===== src/rtl/mau_pkg.sv =====
// mau_pkg
// Shared definitions for the memory access unit: access-size encodings
// (shared by the request side and the DMEM lane-size field), FSM state
// encoding, default DMEM geometry and a helper that forces a byte offset to
// natural alignment.
// Related build option: MAU_MISALIGN_CHECK_EN (see mem_access_unit.sv).
package mau_pkg;

  // Access size; the same two bits drive req_size and dm_in_type.
  typedef enum logic [1:0] {
    SZ_WORD = 2'b00,
    SZ_HALF = 2'b01,
    SZ_BYTE = 2'b10,
    SZ_ILL  = 2'b11
  } size_e;

  typedef enum logic [1:0] {
    ST_IDLE   = 2'b00,
    ST_ACCESS = 2'b01,
    ST_RESP   = 2'b10
  } state_e;

  localparam logic [31:0] MAU_BASE_ADDR   = 32'h1001_0000;
  localparam int          MAU_DEPTH_WORDS = 32;
  localparam int          MAU_DM_ADDR_W   = 11;

  // Natural alignment of a byte offset for a given size: words always start
  // at lane 0, halves at lane 0 or 2, bytes keep their lane.
  function automatic logic [1:0] natural_tail(input logic [1:0] size,
                                              input logic [1:0] off);
    logic [1:0] tail;
    tail = off;
    if (size == SZ_WORD) tail = 2'b00;
    else if (size == SZ_HALF) tail = {off[1], 1'b0};
    return tail;
  endfunction

endpackage


===== src/rtl/mau_if.sv =====
// mau_if
// Request/response handshake between the MEM stage and the memory access unit.
// Ports (signals):
//   req_valid/req_ready  request handshake, accepted when both are high
//   req_we               1 = store, 0 = load
//   req_size             00 word, 01 half, 10 byte, 11 illegal
//   req_signed           load extension, 1 = sign, 0 = zero
//   req_addr, req_wdata  byte address and low-justified store data
//   resp_valid           one-cycle response pulse
//   resp_rdata, resp_err extended load data (0 for stores/errors) and error flag
// Modports: master = MEM stage side, slave = memory access unit side.
interface mau_if;
  logic        req_valid;
  logic        req_ready;
  logic        req_we;
  logic [1:0]  req_size;
  logic        req_signed;
  logic [31:0] req_addr;
  logic [31:0] req_wdata;
  logic        resp_valid;
  logic [31:0] resp_rdata;
  logic        resp_err;

  modport master (
    output req_valid, req_we, req_size, req_signed, req_addr, req_wdata,
    input  req_ready, resp_valid, resp_rdata, resp_err
  );

  modport slave (
    input  req_valid, req_we, req_size, req_signed, req_addr, req_wdata,
    output req_ready, resp_valid, resp_rdata, resp_err
  );
endinterface


===== src/rtl/mau_load_align.sv =====
// mau_load_align
// Combinational load alignment: selects the byte or halfword lane of a DMEM
// read word and sign- or zero-extends it to 32 bits.
// Ports:
//   dout      in  32  DMEM read word
//   size      in  2   access size (mau_pkg size encoding)
//   tail      in  2   byte offset within the word
//   sign_ext  in  1   1 = sign-extend, 0 = zero-extend (ignored for words)
//   rdata     out 32  aligned, extended load data (0 for illegal size)
module mau_load_align
  import mau_pkg::*;
(
  input  logic [31:0] dout,
  input  logic [1:0]  size,
  input  logic [1:0]  tail,
  input  logic        sign_ext,
  output logic [31:0] rdata
);

  logic [7:0]  lane8;
  logic [15:0] lane16;

  assign lane8  = dout[{tail, 3'b000} +: 8];
  // Halfword lane only depends on tail[1]; tail[0] is the misaligned bit.
  assign lane16 = tail[1] ? dout[31:16] : dout[15:0];

  always_comb begin
    rdata = '0;
    case (size)
      SZ_WORD: rdata = dout;
      SZ_HALF: rdata = {{16{sign_ext & lane16[15]}}, lane16};
      SZ_BYTE: rdata = {{24{sign_ext & lane8[7]}}, lane8};
      default: rdata = '0;
    endcase
  end

endmodule


===== src/rtl/mem_access_unit.sv =====
// mem_access_unit
// CPU-side master of the data memory. Accepts one load/store from the MEM
// stage, drives the DMEM port for one ACCESS cycle and returns a one-cycle
// response carrying extended load data and an error flag.
// Build option: MAU_MISALIGN_CHECK_EN - when defined, misaligned half/word
// accesses are errors; otherwise the byte offset is forced to natural
// alignment and misalignment is never an error.
// Ports:
//   clk, rst_n       clock and synchronous active-low reset
//   bus (slave)      request/response handshake (mau_if)
//   dm_wena          DMEM write enable, high only during ACCESS of a good store
//   dm_in_type       DMEM lane size
//   dm_addr_tail     byte offset within the word
//   dm_addr          DMEM word index
//   dm_data_in32/16/8 store data lanes
//   dm_data_out      DMEM combinational read word
module mem_access_unit
  import mau_pkg::*;
#(
  parameter logic [31:0] BASE_ADDR   = MAU_BASE_ADDR,
  parameter int          DEPTH_WORDS = MAU_DEPTH_WORDS,
  parameter int          DM_ADDR_W   = MAU_DM_ADDR_W
) (
  input  logic                 clk,
  input  logic                 rst_n,
  mau_if.slave                 bus,
  output logic                 dm_wena,
  output logic [1:0]           dm_in_type,
  output logic [1:0]           dm_addr_tail,
  output logic [DM_ADDR_W-1:0] dm_addr,
  output logic [31:0]          dm_data_in32,
  output logic [15:0]          dm_data_in16,
  output logic [7:0]           dm_data_in8,
  input  logic [31:0]          dm_data_out
);

  localparam logic [29:0] DEPTH_LIM = 30'(DEPTH_WORDS);

  state_e      state;
  logic        we_q;
  logic        err_q;
  logic        signed_q;

  logic        accept;
  logic [31:0] off;
  logic        range_err;
  logic        size_err;
  logic        misalign_err;
  logic        req_err;
  logic [1:0]  tail_next;
  logic [31:0] load_data;

  assign accept = bus.req_valid & bus.req_ready;

  // Addresses below BASE_ADDR wrap to a huge offset and so fail the range
  // check too.
  assign off       = bus.req_addr - BASE_ADDR;
  assign range_err = off[31:2] >= DEPTH_LIM;
  assign size_err  = bus.req_size == SZ_ILL;

`ifdef MAU_MISALIGN_CHECK_EN
  assign misalign_err = ((bus.req_size == SZ_HALF) & off[0]) |
                        ((bus.req_size == SZ_WORD) & (off[1:0] != 2'b00));
  assign tail_next    = off[1:0];
`else
  assign misalign_err = 1'b0;
  assign tail_next    = natural_tail(bus.req_size, off[1:0]);
`endif

  assign req_err = size_err | range_err | misalign_err;

  // Write enable is gated combinationally with rst_n so a reset landing in
  // the ACCESS cycle kills the write at the same edge.
  assign dm_wena = (state == ST_ACCESS) & we_q & ~err_q & rst_n;

  mau_load_align u_align (
    .dout     (dm_data_out),
    .size     (dm_in_type),
    .tail     (dm_addr_tail),
    .sign_ext (signed_q),
    .rdata    (load_data)
  );

  // Main FSM. IDLE and RESP both accept a new request, which gives one
  // request every two cycles; ACCESS is the single DMEM cycle, and the load
  // word is captured into the response at the end of it.
  always_ff @(posedge clk) begin
    if (!rst_n) begin
      state          <= ST_IDLE;
      bus.req_ready  <= 1'b1;
      bus.resp_valid <= 1'b0;
      bus.resp_rdata <= '0;
      bus.resp_err   <= 1'b0;
      we_q           <= 1'b0;
      err_q          <= 1'b0;
      signed_q       <= 1'b0;
      dm_in_type     <= '0;
      dm_addr_tail   <= '0;
      dm_addr        <= '0;
      dm_data_in32   <= '0;
      dm_data_in16   <= '0;
      dm_data_in8    <= '0;
    end else begin
      bus.resp_valid <= 1'b0;
      bus.resp_rdata <= '0;
      bus.resp_err   <= 1'b0;
      case (state)
        ST_IDLE, ST_RESP: begin
          if (accept) begin
            state         <= ST_ACCESS;
            bus.req_ready <= 1'b0;
            we_q          <= bus.req_we;
            err_q         <= req_err;
            signed_q      <= bus.req_signed;
            dm_in_type    <= bus.req_size;
            dm_addr_tail  <= tail_next;
            dm_addr       <= off[DM_ADDR_W+1:2];
            dm_data_in32  <= bus.req_wdata;
            dm_data_in16  <= bus.req_wdata[15:0];
            dm_data_in8   <= bus.req_wdata[7:0];
          end else begin
            state         <= ST_IDLE;
            bus.req_ready <= 1'b1;
          end
        end
        ST_ACCESS: begin
          state          <= ST_RESP;
          bus.req_ready  <= 1'b1;
          bus.resp_valid <= 1'b1;
          bus.resp_err   <= err_q;
          bus.resp_rdata <= (we_q | err_q) ? 32'h0 : load_data;
        end
        default: begin
          state         <= ST_IDLE;
          bus.req_ready <= 1'b1;
        end
      endcase
    end
  end

endmodule


===== src/flat_wrapper.sv =====
// flat-port wrapper written by rule: the top's interface ports become plain ports
module mem_access_unit_flat import mau_pkg::*;
#(
  parameter logic [31:0] BASE_ADDR   = MAU_BASE_ADDR,
  parameter int          DEPTH_WORDS = MAU_DEPTH_WORDS,
  parameter int          DM_ADDR_W   = MAU_DM_ADDR_W
)
  (clk, rst_n, dm_wena, dm_in_type, dm_addr_tail, dm_addr, dm_data_in32, dm_data_in16, dm_data_in8, dm_data_out, bus_req_valid, bus_req_we, bus_req_size, bus_req_signed, bus_req_addr, bus_req_wdata, bus_req_ready, bus_resp_valid, bus_resp_rdata, bus_resp_err);
  mau_if bus_i ();
  input  logic clk;
  input  logic rst_n;
  output logic dm_wena;
  output logic [1:0] dm_in_type;
  output logic [1:0] dm_addr_tail;
  output logic [DM_ADDR_W-1:0] dm_addr;
  output logic [31:0] dm_data_in32;
  output logic [15:0] dm_data_in16;
  output logic [7:0] dm_data_in8;
  input  logic [31:0] dm_data_out;
  input wire logic [$bits(bus_i.req_valid)-1:0] bus_req_valid;
  input wire logic [$bits(bus_i.req_we)-1:0] bus_req_we;
  input wire logic [$bits(bus_i.req_size)-1:0] bus_req_size;
  input wire logic [$bits(bus_i.req_signed)-1:0] bus_req_signed;
  input wire logic [$bits(bus_i.req_addr)-1:0] bus_req_addr;
  input wire logic [$bits(bus_i.req_wdata)-1:0] bus_req_wdata;
  output wire logic [$bits(bus_i.req_ready)-1:0] bus_req_ready;
  output wire logic [$bits(bus_i.resp_valid)-1:0] bus_resp_valid;
  output wire logic [$bits(bus_i.resp_rdata)-1:0] bus_resp_rdata;
  output wire logic [$bits(bus_i.resp_err)-1:0] bus_resp_err;
  assign bus_i.req_valid = bus_req_valid;
  assign bus_i.req_we = bus_req_we;
  assign bus_i.req_size = bus_req_size;
  assign bus_i.req_signed = bus_req_signed;
  assign bus_i.req_addr = bus_req_addr;
  assign bus_i.req_wdata = bus_req_wdata;
  assign bus_req_ready = bus_i.req_ready;
  assign bus_resp_valid = bus_i.resp_valid;
  assign bus_resp_rdata = bus_i.resp_rdata;
  assign bus_resp_err = bus_i.resp_err;
  mem_access_unit #(.BASE_ADDR(BASE_ADDR), .DEPTH_WORDS(DEPTH_WORDS), .DM_ADDR_W(DM_ADDR_W)) u_core (.clk(clk), .rst_n(rst_n), .bus(bus_i), .dm_wena(dm_wena), .dm_in_type(dm_in_type), .dm_addr_tail(dm_addr_tail), .dm_addr(dm_addr), .dm_data_in32(dm_data_in32), .dm_data_in16(dm_data_in16), .dm_data_in8(dm_data_in8), .dm_data_out(dm_data_out));
endmodule

===== config.mk =====
export PLATFORM = sky130hd
export DESIGN_NAME = mem_access_unit_flat
export DESIGN_NICKNAME = d
export VERILOG_FILES = /design/src/rtl/mau_pkg.sv /design/src/rtl/mau_if.sv /design/src/rtl/mau_load_align.sv /design/src/rtl/mem_access_unit.sv /design/src/flat_wrapper.sv
export SDC_FILE = /design/constraint.sdc
export NUM_CORES = 1
export LEC_CHECK = 0
export CAP_MARGIN = 10
export CORE_ASPECT_RATIO = 1.2
export CORE_MARGIN = 5
export CORE_UTILIZATION = 38
export DETAILED_ROUTE_END_ITERATION = 10
export GPL_ROUTABILITY_DRIVEN = 0
export PLACE_DENSITY_LB_ADDON = 0.1
export SLEW_MARGIN = 5
export SYNTH_ARGS = -nofsm -noshare
export SYNTH_HDL_FRONTEND = slang
export SYNTH_SLANG_ARGS = --single-unit
export TNS_END_PERCENT = 30

===== constraint.sdc =====
create_clock -name clk -period 3.3 [get_ports clk]
set_input_delay 0.66 -clock clk [delete_from_list [all_inputs] [get_ports clk]]
set_output_delay 0.66 -clock clk [all_outputs]
set_load 0.03 [all_outputs]

==> results.sh, run 1 <==
export IMPL_outcome="completed"
export IMPL_clk_pin_slew_ns=0.06
export IMPL_synth_top_cell_area_share_pct=46.5
export IMPL_cp_end_kind="output port"
export IMPL_grt_pass1_wl_mm=18.3
export IMPL_drv_cap=0
export IMPL_period_needed_ns=2.56
export IMPL_clock_sinks=86
export IMPL_cts_repair_resized=0
export IMPL_skew_ns=0.00355
export IMPL_grt_busiest_layer="met2"
export IMPL_diodes=0
export IMPL_synthesis_nets=534
export IMPL_synth_seq_cells=86
export IMPL_cp_required_ns=2.64
export IMPL_area_growth_pct=60.8
export IMPL_drive_gt1_share_pct=6.43
export IMPL_min_path_cells=2
export IMPL_postCtsSetupBuffers=0
export IMPL_synthTopCellsByArea="dfxtp_1 (47%), nand2_1 (13%), a21boi_0 (9.9%), buf_4 (5.1%), mux2_2 (4.3%)"
export IMPL_yosysWarningCount=0
export IMPL_nets=706
export IMPL_die_h_um=118
export IMPL_vdd_ir_drop_worst_uv=237
export IMPL_post_place_ws_ns=0.764
export IMPL_min_from="u_core.dm_addr[1]$_SDFFE_PN0P_"
export IMPL_slowest_stage="clkdlybuf4s50_1"
export IMPL_cpPeakStageDelay_ns=0.52
export IMPL_post_drt_wl_per_cell_um=16.0
export IMPL_cp_max_fo=3
export IMPL_ys_async_sr_fraction_pct=0
export IMPL_drt_vias_per_instance=4.85
export IMPL_path_cells="clkdlybuf4s50_1, nand3b_1, nor3b_1, buf_4"
export IMPL_worst_r2r_path_depth=4
export IMPL_first_pass_iters=4
export IMPL_root_buffer="clkbuf_16"
export IMPL_synth_commonest_cells="nand2_1 (126), dfxtp_1 (86), a21boi_0 (49)"
export IMPL_r2r_end="u_core.bus.resp_rdata[28]$_SDFF_PP0_"
export IMPL_post_synth_top_count_cell="nand2_1"
export IMPL_pin_count=210
export IMPL_synth_yosys_seq_area_share_pct=46.5
export IMPL_fmax_mhz=390
export IMPL_grt_antenna_before_repair=0
export IMPL_die_area_mm2=0.0118
export IMPL_cts_tree="done"
export IMPL_r2r_start="u_core.dm_in_type[0]$_SDFFE_PN0P_"
export IMPL_insertion_delay_ns=0.33
export IMPL_synth_edff_count=0
export IMPL_postCtsHoldBufs=0
export IMPL_numPortBuffers=209
export IMPL_synthFlopType="dfxtp_1"
export IMPL_fin_setup_tns_ns=0
export IMPL_synth_top_area_cell="dfxtp_1"
export IMPL_critPathLaunchType="input pin"
export IMPL_slew_violations=0
export IMPL_core_mm2=0.00952
export IMPL_hold_end="u_core.dm_addr[1]$_SDFFE_PN0P_"
export IMPL_grt_pass1_vias=3666
export IMPL_cts_buffers_inserted=9
export IMPL_setup_viol=0
export IMPL_detail_route_drc_violations=0
export IMPL_cp_arrival_ns=1.90
export IMPL_regToRegSetupSlack_ns=1.33
export IMPL_crit_type="in -> out"
export IMPL_power_leakage_nw=2.23
export IMPL_num_rows=39
export IMPL_use_met1_pct=20.7
export IMPL_vias=3542
export IMPL_start_util_pct=38.9
export IMPL_avgSynthCellArea_um2=8.58
export IMPL_wirelength_mm=11.7
export IMPL_hold_path_class="reg -> reg"
export IMPL_grt_max_degree=52
export IMPL_drt_initial_drc_count=150
export IMPL_hold_viol=0
export IMPL_place_hpwl_mm=8.93
export IMPL_met2_usage_pct=34.5
export IMPL_rsz0062_at_grt="no"
export IMPL_use_met3_pct=8.06
export IMPL_netlist_instances=431
export IMPL_layout_setup_ws_ns=0.738
export IMPL_period_share_pct=77.6
export IMPL_grt_ovfl_total=0
export IMPL_cts_buffer_depth=2
export IMPL_die_x_um=100
export IMPL_yosysUniqueCellTypes=37
export IMPL_tightest_slew_ns=1.02
export IMPL_p_per_area_mw_per_mm2=453
export IMPL_grt_total_usage_pct=19.4
export IMPL_ant_nets=0
export IMPL_htreeDepth=3
export IMPL_syn_area_mm2=0.00370
export IMPL_slew_headroom_pct=31.6
power by group:
group	internal (mW)	total (mW)	switching [mW]	leakage, nW
combinational	0.286	0.582	0.295	1.38
sequential	1.09	1.12	0.0357	0.702
clock	0.600	0.989	0.389	0.141
sequential cells by signal, summed over array words and instances, names as in the netlist, 2 cells and up:
signal and flops:
u_core.bus.resp_rdata 32, u_core.dm_addr 11, u_core.dm_addr_tail 2, u_core.dm_data_in16 8, u_core.dm_data_in32 17, u_core.dm_data_in8 7, u_core.dm_in_type 2
worst max path at each step:
stage | start | slack (ns) | cells past startpoint | to
floorplan | rst_n | 1.14 | 2 | dm_wena
global placement | rst_n | 0.72 | 4 | dm_wena
detailed placement | rst_n | 0.76 | 4 | u_core.bus.resp_rdata[18]$_SDFF_PP0_
CTS | rst_n | 0.76 | 4 | dm_wena
global route | rst_n | 0.70 | 4 | dm_wena
finish | rst_n | 0.74 | 4 | dm_wena
through the flow:
stage	instances	power [mW]	util [%]	hold WS, ns	cell area [µm²]
final	730	2.69	62.5	0.463	5950
after global routing	730	2.80	62.5	0.488	5950
after CTS	730	2.72	62.5	0.465	5950
after detailed placement	715	1.73	59.4	0.458	5660
after global placement	715	1.72	59.4	0.450	5660
after floorplan	431	1.45	-	0.452	3700
cell families after synthesis:
logic type | synth area share (%)
buf+inv | 9.37
compound gates | 18.7
simple gates | 19.5
mux | 5.68
flops | 46.5
xor+xnor | 0.237
critical path: cells and delay by family:
kind,cells,cell delay (ns)
buf+inv,2,0.76
simple gates,2,0.49
layout make-up:
| type | instances | area, µm² |
|---|---|---|
| Sequential cell | 86 | 1720 |
| Clock buffer | 11 | 243 |
| Tap cell | 123 | 154 |
| Inverter | 2 | 7.51 |
| Clock inverter | 4 | 47.5 |
| Timing Repair Buffer | 215 | 2130 |
| Fill cell | 846 | 3570 |
| Multi-Input combinational cell | 289 | 1640 |
placed cells by master (no fill, tap or decap), types with 2 or more instances in the layout:
cell             count
nand3_1             11
nand4_1              2
a21oi_1             25
mux2i_1              3
nor2b_1              4
a21o_1               8
clkinv_2             2
a21boi_0            49
nor4_1               5
inv_1                2
dfxtp_1             86
nor2_1              11
a222oi_1             7
nand2b_1             4
buf_4                7
clkdlybuf4s50_1    208
mux2_2              14
clkbuf_16            9
o2bb2ai_1            2
a31oi_1              2
nand2_1            126
routing by layer:
metal / vias to the layer above / share of wire [%]
li1: 1773 / -
met1: 1615 / 39
met2: 141 / 50
met3: 13 / 9.9
met4: 0 / 1.6
met5: - / 0
(Power assumes the default switching activity.)
==> run 2, diff against run 1 <==
- clock period: 3.3 -> 2.5 ns (I/O delays scaled with it)
==> run 2 against run 1 <==
Die area did not move. Register-to-register slack got worse by 0.64 ns. Critical path depth is the same.
==> results.sh, run 2 (synthesis results as in run 1) <==
export IMPL_layout_commonest_cell="clkdlybuf4s50_1"
export IMPL_post_place_ws_ns=0.301
export IMPL_slowest_stage="clkdlybuf4s50_1"
export IMPL_startpoint="rst_n"
export IMPL_largest_register="u_core.bus.resp_rdata"
export IMPL_layout_common_cells="clkdlybuf4s50_1 (208), nand2_1 (126), dfxtp_1 (86), a21boi_0 (49), a21oi_1 (25)"
export IMPL_cts_buffers_inserted=9
export IMPL_area_growth_pct=62.9
export IMPL_skew_ns=0.00679
export IMPL_detail_route_drc_violations=0
export IMPL_slew_headroom_pct=38.2
export IMPL_wirelength_mm=11.9
export IMPL_drt_vias_per_instance=4.96
export IMPL_largest_reg_flops=32
export IMPL_finalPower_mw=3.68
export IMPL_period_share_pct=86.2
export IMPL_cp_end_kind="output port"
export IMPL_p_per_area_mw_per_mm2=611
export IMPL_layout_setup_ws_ns=0.346
export IMPL_slew_violations=0
export IMPL_p_clk_share_pct=38.5
export IMPL_final_util_pct=63.3
export IMPL_start_util_pct=38.9
export IMPL_diodes=0
export IMPL_pwr_share_comb_pct=21.5
export IMPL_hold_viol=0
export IMPL_place_hpwl_mm=9.06
export IMPL_cts_tree="done"
export IMPL_tightest_slew_ns=0.923
export IMPL_swShare_pct=26.1
export IMPL_grt_total_usage_pct=20.1
export IMPL_clock_sinks=86
export IMPL_cp_top_family="buffers and inverters"
export IMPL_grt_pass1_wl_mm=19.0
export IMPL_grt_ovfl_total=0
export IMPL_reg_largest_list="u_core.bus.resp_rdata x32, u_core.dm_data_in32 x17, u_core.dm_addr x11"
export IMPL_clk_pin_slew_ns=0.06
export IMPL_fin_setup_tns_ns=0
export IMPL_period_needed_ns=2.15
export IMPL_die_h_um=118
export IMPL_vias=3640
export IMPL_n_fill_cell=846
export IMPL_num_rows=39
export IMPL_switchingPower_mw=0.962
export IMPL_numPortBuffers=209
export IMPL_drive_gt1_share_pct=6.87
export IMPL_hold_path_class="reg -> reg"
export IMPL_grt_pass1_vias=3779
export IMPL_outcome="completed"
export IMPL_crit_type="in -> out"
export IMPL_min_from="u_core.dm_data_in32[21]$_SDFFE_PN0P_"
export IMPL_design_area_mm2=0.00603
export IMPL_postCtsHoldBufs=0
export IMPL_cp_max_fo=3
export IMPL_grt_antenna_before_repair=0
export IMPL_nets=710
export IMPL_grt_max_degree=52
export IMPL_placed_area_mm2=0.00571
export IMPL_seqPwrFrac_pct=40.1
export IMPL_setup_viol=0
export IMPL_die_x_um=100
export IMPL_drv_cap=0
export IMPL_vdd_ir_drop_worst_uv=365
export IMPL_critPathLaunchType="input pin"
export IMPL_power_leakage_nw=2.27
export IMPL_post_drt_wl_per_cell_um=16.3
export IMPL_rsz0062_at_grt="no"
export IMPL_cp_arrival_ns=1.65
export IMPL_core_mm2=0.00952
export IMPL_root_buffer="clkbuf_16"
export IMPL_insertion_delay_ns=0.33
export IMPL_r2r_start="u_core.dm_in_type[1]$_SDFFE_PN0P_"
export IMPL_htreeDepth=3
export IMPL_die_area_mm2=0.0118
export IMPL_critPathBufInv=2
export IMPL_ant_nets=0
export IMPL_pin_count=210
export IMPL_p_int_mw=2.72
export IMPL_cpPeakStageDelay_ns=0.50
export IMPL_cts_repair_resized=0
export IMPL_postCtsSetupBuffers=0
export IMPL_cts_buffer_depth=2
export IMPL_first_pass_iters=5
export IMPL_fmax_mhz=464
export IMPL_cp_required_ns=2.00
export IMPL_drt_initial_drc_count=166
export IMPL_path_cells="clkdlybuf4s50_1, nand3b_1, nor3b_1, buf_4"
run 2: per-stage QoR:
step	std cells	hold slack, ns
2_1_floorplan	431	0.452
3_3_place_gp	719	0.451
3_5_place_dp	719	0.460
4_1_cts	734	0.467
5_1_grt	734	0.484
6_report	734	0.463
run 2: power groups by stage:
stage / Combinational (mW) / Clock, mW / Sequential (mW)
6_report: 0.790 / 1.42 / 1.48
5_1_grt: 0.844 / 1.51 / 1.49
4_1_cts: 0.798 / 1.45 / 1.48
3_5_place_dp: 0.793 / 0 / 1.51
3_3_place_gp: 0.788 / 0 / 1.50
2_1_floorplan: 0.303 / 0 / 1.62
run 2: path summary, 6_finish.rpt:
kind                                                             end  slack [ns]  cells after the start
worst max-delay path                                         dm_wena        0.35                      4
worst min-delay path            u_core.dm_data_in32[21]$_SDFFE_PN0P_        0.46                      2
worst max register to register   u_core.bus.resp_rdata[3]$_SDFF_PP0_        0.69                      5
worst min register to register  u_core.dm_data_in32[21]$_SDFFE_PN0P_        0.46                      2
run 2: worst register-to-register path, stage by stage, from the launching register on:
cell      delay [ns]
dfxtp_1         0.53
buf_4           0.24
nor2b_1         0.22
and2_0          0.43
a222oi_1        0.18
nor2_1          0.14
run 2: cell type report:
cell class                      count  area [µm²]  area share, %
Timing Repair Buffer              219        2190           36.3
Sequential cell                    86        1720           28.6
Multi-Input combinational cell    289        1640           27.2
Clock buffer                       12         246           4.09
Tap cell                          123         154           2.55
Clock inverter                      3        68.8           1.14
Inverter                            2        7.51          0.125
run 2: metal layers:
metal,routed length [µm],GRT usage [%],vias to the layer above
li1,-,-,1783
met1,4580,22.4,1677
met2,5950,34.8,164
met3,1180,7.65,16
met4,238,6.82,0
met5,0,0,-
